$ cat config.mk
export PLATFORM = sky130hd
export DESIGN_NAME = vpu_wb_burst_unit
export DESIGN_NICKNAME = d
export VERILOG_FILES = /design/src/rtl/vpu_wb_burst_unit.sv
export SDC_FILE = /design/constraint.sdc
export NUM_CORES = 1
export LEC_CHECK = 0
export ABC_CLOCK_PERIOD_IN_PS = 5300
export CORE_MARGIN = 5
export CORE_UTILIZATION = 45
export DETAILED_ROUTE_END_ITERATION = 12
export PLACE_DENSITY = 0.74
export SETUP_SLACK_MARGIN = 0.2
export SYNTH_ARGS = -nofsm -noshare
export SYNTH_HDL_FRONTEND = slang
export SYNTH_SLANG_ARGS = --single-unit
$ cat constraint.sdc
create_clock -name clk -period 5.3 [get_ports clk]
set_input_delay 1.59 -clock clk [delete_from_list [all_inputs] [get_ports clk]]
set_output_delay 1.59 -clock clk [all_outputs]
set_load 0.05 [all_outputs]
$ cat src/rtl/vpu_wb_burst_unit.sv
// Write-back burst unit: gathers lane results into SRAM lines through a
// two-entry ping-pong buffer and issues one line write per completed line.
module vpu_wb_burst_unit #(
  parameter int unsigned LANES     = 4,
  parameter int unsigned LANE_W    = 32,
  parameter int unsigned BURST_MAX = 4,
  parameter int unsigned ADDR_W    = 16,
  parameter int unsigned BANK_W    = 2
) (
  input  logic                       clk,
  input  logic                       rst,
  input  logic                       start_i,
  input  logic [$clog2(BURST_MAX):0] burst_len_i,
  input  logic [ADDR_W-1:0]          waddr_i,
  input  logic                       bcast_i,
  output logic                       busy_o,
  output logic                       done_o,
  input  logic                       wb_valid_i,
  output logic                       wb_ready_o,
  input  logic [LANE_W-1:0]          wb_data_i,
  output logic                       dst_req_o,
  input  logic                       dst_ack_i,
  output logic                       dst_web_o,
  output logic [BANK_W-1:0]          dst_wid_o,
  output logic [ADDR_W-BANK_W-1:0]   dst_addr_o,
  output logic                       dst_wlast_o,
  output logic [LANES*LANE_W-1:0]    dst_wdata_o
);

  localparam int unsigned LINE_W = LANES * LANE_W;
  localparam int unsigned LEN_W  = $clog2(BURST_MAX) + 1;
  localparam int unsigned LA_W   = ADDR_W - BANK_W;
  localparam int unsigned LC_W   = (LANES > 1) ? $clog2(LANES) : 1;
  localparam logic [LC_W-1:0] LAST_LANE = LC_W'(LANES - 1);

  typedef enum logic [1:0] {StIdle, StActive, StFinish} state_e;

  state_e             r_state, w_state_nxt;
  logic [LEN_W-1:0]   r_len;
  logic [LA_W-1:0]    r_base;
  logic [BANK_W-1:0]  r_wid;
  logic               r_bcast;
  logic [LC_W-1:0]    r_lane_cnt;
  logic [LEN_W-1:0]   r_fill_cnt;
  logic [LEN_W-1:0]   r_wr_cnt;
  logic [1:0]         r_full_cnt;
  logic               r_wr_ptr;
  logic               r_rd_ptr;
  logic [LINE_W-1:0]  r_buf [2];

  logic               w_start;
  logic               w_accept;
  logic               w_line_done;
  logic               w_wr_fire;
  logic               w_last_wr;
  logic [LEN_W-1:0]   w_len_in;
  logic [LINE_W-1:0]  w_fill_line;

  assign w_start     = (r_state == StIdle) && start_i;
  assign w_len_in    = (burst_len_i == '0) ? LEN_W'(1) : burst_len_i;
  assign w_accept    = wb_valid_i && wb_ready_o;
  assign w_line_done = w_accept && (r_bcast || (r_lane_cnt == LAST_LANE));
  assign w_wr_fire   = dst_req_o && dst_ack_i;
  assign w_last_wr   = (r_wr_cnt == (r_len - LEN_W'(1)));

  // A filling slot exists only while fewer than two complete lines are held.
  assign wb_ready_o  = (r_state == StActive) && (r_full_cnt != 2'd2) && (r_fill_cnt < r_len);
  assign dst_req_o   = (r_state == StActive) && (r_full_cnt != 2'd0);
  assign dst_web_o   = ~dst_req_o;
  assign dst_wid_o   = r_wid;
  assign dst_addr_o  = r_base + LA_W'(r_wr_cnt);
  assign dst_wlast_o = dst_req_o && w_last_wr;
  assign dst_wdata_o = r_buf[r_rd_ptr];
  assign busy_o      = (r_state == StActive);
  assign done_o      = (r_state == StFinish);

  always_comb begin
    w_fill_line = r_buf[r_wr_ptr];
    for (int unsigned i = 0; i < LANES; i++) begin
      if (r_bcast || (r_lane_cnt == LC_W'(i))) begin
        w_fill_line[i*LANE_W +: LANE_W] = wb_data_i;
      end
    end
  end

  always_comb begin
    w_state_nxt = r_state;
    unique case (r_state)
      StIdle:   if (start_i) w_state_nxt = StActive;
      StActive: if (w_wr_fire && w_last_wr) w_state_nxt = StFinish;
      StFinish: w_state_nxt = StIdle;
      default:  w_state_nxt = StIdle;
    endcase
  end

  always_ff @(posedge clk) begin
    if (rst) begin
      r_state    <= StIdle;
      r_len      <= '0;
      r_base     <= '0;
      r_wid      <= '0;
      r_bcast    <= 1'b0;
      r_lane_cnt <= '0;
      r_fill_cnt <= '0;
      r_wr_cnt   <= '0;
      r_full_cnt <= 2'd0;
      r_wr_ptr   <= 1'b0;
      r_rd_ptr   <= 1'b0;
      for (int i = 0; i < 2; i++) r_buf[i] <= '0;
    end else begin
      r_state <= w_state_nxt;
      if (w_start) begin
        r_len      <= w_len_in;
        r_base     <= waddr_i[ADDR_W-1:BANK_W];
        r_wid      <= waddr_i[BANK_W-1:0];
        r_bcast    <= bcast_i;
        r_lane_cnt <= '0;
        r_fill_cnt <= '0;
        r_wr_cnt   <= '0;
        r_full_cnt <= 2'd0;
        r_wr_ptr   <= 1'b0;
        r_rd_ptr   <= 1'b0;
      end else if (r_state == StActive) begin
        if (w_accept) begin
          r_buf[r_wr_ptr] <= w_fill_line;
          r_lane_cnt      <= w_line_done ? '0 : r_lane_cnt + LC_W'(1);
          if (w_line_done) begin
            r_fill_cnt <= r_fill_cnt + LEN_W'(1);
            r_wr_ptr   <= ~r_wr_ptr;
          end
        end
        if (w_wr_fire) begin
          r_rd_ptr <= ~r_rd_ptr;
          r_wr_cnt <= r_wr_cnt + LEN_W'(1);
        end
        // Completion and ack in the same cycle leave the held-line count unchanged.
        unique case ({w_line_done, w_wr_fire})
          2'b10:   r_full_cnt <= r_full_cnt + 2'd1;
          2'b01:   r_full_cnt <= r_full_cnt - 2'd1;
          default: r_full_cnt <= r_full_cnt;
        endcase
      end
    end
  end

endmodule

After elaboration in Yosys (flattened, before gate mapping)
Memories as Yosys holds them, arrays and structs flattened. A register that Yosys moved wholly into a read port is not among the register bits.
Cells that the tools add are included.
Storage, ports and cells
  bits in registers: 34
  RAM bits: 256
  output and inout bits: 150
  logic and storage cells: 89
  memories kept: 1
Memories
  r_buf: words 2, bits a word 128, rd ports 1, clocked after Yosys merged registers in 1, wr ports 2, RTL line 49  | logic [LINE_W-1:0] r_buf [2];
Cells by class
  add/sub/neg operators: 7
  magnitude comparators: 1
  equal/unequal tests: 15
  muxes and demuxes: 22
  bitwise gates (word level): 3
  reductions and logical operators: 29
Operators by type and width (number)
  two-way mux 128 bit: 1
  two-way mux 32 bit: 4
  OR reduction 128 bit: 1
  AND reduction 2 bit: 8
  adder 14 x 3 -> 14 bit: 1
  two-way mux 1 bit: 10
  logical AND 1 bit: 9
  == test 2 bit (second input constant): 4
  one-hot mux 2 bit (2 select lines): 2
  adder 3 x 1 -> 3 bit (second input constant): 2
  == test 2 x 1 -> 1 bit (second input constant): 3
  two-way mux 2 bit: 3
  adder 2 x 1 -> 2 bit (second input constant): 2
  zero test 2 bit: 2
  logical OR 1 bit: 4
  two-way mux 4 bit: 1
  != test 1 bit (second input constant): 4
  != test 2 bit (second input constant): 2
  nonzero test 2 bit: 2
  == test 3 bit: 1
  zero test 3 bit: 1
  less-than comparator 3 bit: 1
  two-way mux 3 bit: 1
  NOT 1 bit: 3
  other kinds (5): 5

Logic depth before layout (Yosys ltp)
  depth in word-level cells: 12
  gate-level depth with buffers: 12

Least setup slack after synthesis
OpenSTA, ideal clock, no wires.
  kind: input to register
  start point: input start_i
  end point: memory r_buf[0][100] in the netlist's numbering, enable pin
  library setup time: 0.428 ns
  data arrival time: 4.401 ns
  setup slack: 0.471 ns
  cell stages on the path: 7
  path buffers: 3
  path through: or3b_1 > clkbuf_1 > nand2b_1 > or4_1 > buf_2 > buf_6 > o21bai_1
RTL lines
  start: declaration: RTL line 12  | input logic start_i,
  end: declaration: RTL line 49

Worst setup path after layout
  start point: register r_wr_cnt[0]
  end point: output dst_addr_o[8]
Between the ends
  longest elaborated chain between the ends: 1
Ends and longest elaborated chain
  start: declaration: RTL line 45  | logic [LEN_W-1:0] r_wr_cnt;
  start signal: assignment: RTL line 134  | r_wr_cnt <= r_wr_cnt + LEN_W'(1);
  adder 14 x 3 -> 14 bit: RTL line 71  | assign dst_addr_o = r_base + LA_W'(r_wr_cnt);
  end: declaration: RTL line 25  | output logic [ADDR_W-BANK_W-1:0] dst_addr_o,
No other way between the ends.

==> impl_metrics.json <==
{
  "synth-warning-count": 0,
  "design_power_total_mw": 5.032,
  "ant_nets": 0,
  "drt-vias-per-instance": 5.114,
  "cts_tree": "yes",
  "critPathMaxStageDelay_ns": 0.83,
  "timing_worst_setup_path_type": "register to primary output",
  "postCtsSetupBuffers": 0,
  "crit_fanout": 4,
  "slew_violations": 0,
  "fin_cells": 1543,
  "grt_pass1_wl_um": 47450,
  "post_synth.cell_area_avg_um2": 14.07,
  "critPathSlowestCell": "sky130_fd_sc_hd__clkdlybuf4s50_1",
  "netlist_top_cells_area": "sky130_fd_sc_hd__edfxtp_1, sky130_fd_sc_hd__mux2_2, sky130_fd_sc_hd__and2_1, sky130_fd_sc_hd__dfxtp_1, sky130_fd_sc_hd__nor3b_2",
  "arrival_ns": 3.25,
  "cts_sinks": 291,
  "fin_crit_ns": 4.839,
  "place_area_um2": 15690,
  "die-width_um": 181.1,
  "hold_path.class": "register to register",
  "cp.required_ns": 3.71,
  "synthesis.nets": 1007,
  "ys_dominant_reg_cell": "sky130_fd_sc_hd__edfxtp_1",
  "p_per_area_nw_per_um2": 303.4,
  "drt-pass1-iter-count": 5,
  "dieArea_um2": 32800,
  "synth_largest_area_cell": "sky130_fd_sc_hd__edfxtp_1",
  "grt.total_usage": 0.1827,
  "worst_path_cell_chain": "ha_1, inv_1, fa_1, nor2b_1, o211a_1, nand4_1, xnor2_1, clkdlybuf4s50_1",
  "htreeDepth": 1,
  "die_h_um": 181.1,
  "post_route_cells_drive_above_1_share": 0.2003,
  "first_global_vias": 8248,
  "fin_area_um2": 16580,
  "yosysSeqAreaShare": 0.6367,
  "p_leak_nw": 6.027,
  "max-vdd-ir-drop_mv": 0.2807,
  "setup_total_negative_slack_ns": 0,
  "achievable-frequency_ghz": 0.2066,
  "cts.hold.buffers_added": 0,
  "synth.ff_latch_count": 291,
  "count_of_vias_placed_by_the_detailed_router": 7891,
  "ys_async_rst_share": 0,
  "number_of_antenna_violations_at_the_first_check_in_global_routing": 0,
  "total_overflow_reported_by_the_global_router": 0,
  "synth_area_um2": 13170,
  "ys_types": 50,
  "final.period_utilization": 0.9131,
  "synth_enable_flop_cells": 256,
  "clock_path_buffers": 3,
  "drt_drc_violations_left": 0,
  "synth_top_cell_area_share": 0.5835,
  "io_buffers": 206,
  "worst_clock_skew_ns": 0.02521,
  "row_count": 62,
  "fp.coreArea_um2": 28780,
  "setup_viol": 0,
  "pin_count_of_the_biggest_net_entering_global_routing": 61,
  "max_cap_violations": 0,
  "initial_utilization": 0.4577,
  "r2r_slack_ns": 2.42,
  "routability_congestion_estimate": 0.7842,
  "number_of_hold_violations_in_the_final_report": 0,
  "area_overhead_vs_synth_pct": 25.87,
  "ios": 207,
  "clk_transition_reported_paths_ns": 0.06,
  "worstSetupStartpointType": "register",
  "layout.nets": 1207,
  "post-place-cells": 1488,
  "transition_time_at_the_pin_with_the_least_slew_margin_ns": 1.030,
  "tritoncts.num_buffers": 30,
  "wl_per_cell_um": 19.99,
  "grt_setup_unrepaired": "no",
  "clock_tree.root_cell": "sky130_fd_sc_hd__clkbuf_16",
  "wl_um": 30840,
  "timing.max_slew.rel_slack": 0.3134,
  "status": "completed",
  "synth_cells": 936,
  "worst_setup_path_end_kind": "primary output",
  "fin_util": 0.5762,
  "drt_first_iter_violations": 469,
  "filler_cell_count": 2262,
  "detailed_place_hpwl_um": 19570,
  "post_cts_resize_count": 0,
  "clock_latency_ns": 0.55
}
[area by class of cell]
type                    instances  area [µm²]  area share
diodes                          1       2.502   0.0001509
clock buffers                  38       780.7     0.04708
clock inverters                16       107.6    0.006489
inverters                      15       56.30    0.003395
multi-input cells             575        4548      0.2743
flip-flops and latches        291        8392      0.5061
well taps                     384       480.5     0.02897
repair buffers                223        2215      0.1336
[cell usage in the layout (no fill, tap or decap), types with 3 or more instances in the layout]
cell                              netlist  routed
sky130_fd_sc_hd__edfxtp_1             256     256
sky130_fd_sc_hd__and2_1               224     224
sky130_fd_sc_hd__clkdlybuf4s50_1        0     206
sky130_fd_sc_hd__mux2_2               128     128
sky130_fd_sc_hd__nand2_1               46      46
sky130_fd_sc_hd__dfxtp_1               35      34
sky130_fd_sc_hd__clkbuf_16              0      30
sky130_fd_sc_hd__nor3b_2               28      29
sky130_fd_sc_hd__a21oi_1               25      25
sky130_fd_sc_hd__nor2_1                16      15
sky130_fd_sc_hd__buf_4                  1      15
sky130_fd_sc_hd__inv_1                 14      14
sky130_fd_sc_hd__ha_1                  13      13
sky130_fd_sc_hd__o21ai_0               11      11
sky130_fd_sc_hd__xnor2_1               10      10
sky130_fd_sc_hd__clkinv_1               0      10
sky130_fd_sc_hd__xor2_1                 9       9
sky130_fd_sc_hd__clkbuf_1              48       8
sky130_fd_sc_hd__or2_2                  7       7
sky130_fd_sc_hd__nor4_4                 3       5
sky130_fd_sc_hd__nand3_1                4       4
sky130_fd_sc_hd__nor2b_1                4       4
sky130_fd_sc_hd__or4_1                  5       4
sky130_fd_sc_hd__nor3b_1                5       4
sky130_fd_sc_hd__nor3_1                 4       3
sky130_fd_sc_hd__clkinv_2               0       3
[power breakdown]
| part | internal [mW] | total (mW) | switching [mW] |
|---|---|---|---|
| registers | 2.57 | 2.60 | 0.0285 |
| clock network | 1.08 | 1.92 | 0.836 |
| logic | 0.175 | 0.515 | 0.339 |
| total | 3.83 | 5.03 | 1.20 |
[registers in the layout, indices dropped and copies added, names as in the netlist, 3 cells and up, named ones only]
signal / count
r_fill_cnt: 3
r_base: 14
r_len: 3
r_wr_cnt: 3
r_buf: 256
[per-layer routing]
layer	track usage	up-vias	wire length, µm
met3	0.02715	37	1642
met1	0.2451	3917	13150
met5	0	-	0
met4	0.03903	0	507
met2	0.3177	213	15540
li1	-	3724	-
[worst paths after layout]
check,start,depth (start not counted),to
worst max-delay path,r_wr_cnt[0],8,dst_addr_o[8]
worst min-delay path,dst_wid_o[1],2,dst_wid_o[1]
worst max register to register,r_len[2],7,r_buf[0][96]
worst min register to register,dst_wid_o[1],2,dst_wid_o[1]
[kinds of logic after synthesis]
| family | after synthesis | share of synthesized area |
|---|---|---|
| AO/OA/AOI/OAI | 50 | 0.02308 |
| XOR/XNOR | 20 | 0.01434 |
| adder cells (fa/ha/maj) | 14 | 0.01387 |
| buffers and inverters | 70 | 0.02213 |
| flip-flops | 291 | 0.6367 |
| multiplexers | 129 | 0.1102 |
| AND/OR/NAND/NOR | 362 | 0.1797 |
[worst max-delay path, delay by kind of cell, from the launching register on]
kind,cells,cell delay [ns]
buffers and inverters,2,0.90
adder cells (fa/ha/maj),2,0.64
flip-flops,1,0.42
AND/OR/NAND/NOR,2,0.33
AO/OA/AOI/OAI,1,0.24
XOR/XNOR,1,0.19
[through the flow]
stage	worst slack, ns	hold slack [ns]
floorplan	0.4707	0.4363
finish	0.4606	0.4609
global route	0.2614	0.4895
detailed placement	1.034	0.4576
global placement	1.110	0.4489
CTS	0.4387	0.4630
[Yosys cell counts (5+ instances only)]
library cell,number
sky130_fd_sc_hd__edfxtp_1,256
sky130_fd_sc_hd__and2_1,224
sky130_fd_sc_hd__mux2_2,128
sky130_fd_sc_hd__clkbuf_1,48
sky130_fd_sc_hd__nand2_1,46
sky130_fd_sc_hd__dfxtp_1,35
sky130_fd_sc_hd__nor3b_2,28
sky130_fd_sc_hd__a21oi_1,25
sky130_fd_sc_hd__nor2_1,16
sky130_fd_sc_hd__inv_1,14
sky130_fd_sc_hd__ha_1,13
sky130_fd_sc_hd__o21ai_0,11
sky130_fd_sc_hd__xnor2_1,10
sky130_fd_sc_hd__xor2_1,9
sky130_fd_sc_hd__or2_2,7
sky130_fd_sc_hd__nor3b_1,5
sky130_fd_sc_hd__or4_1,5
Power figures use the tool's default switching activity.
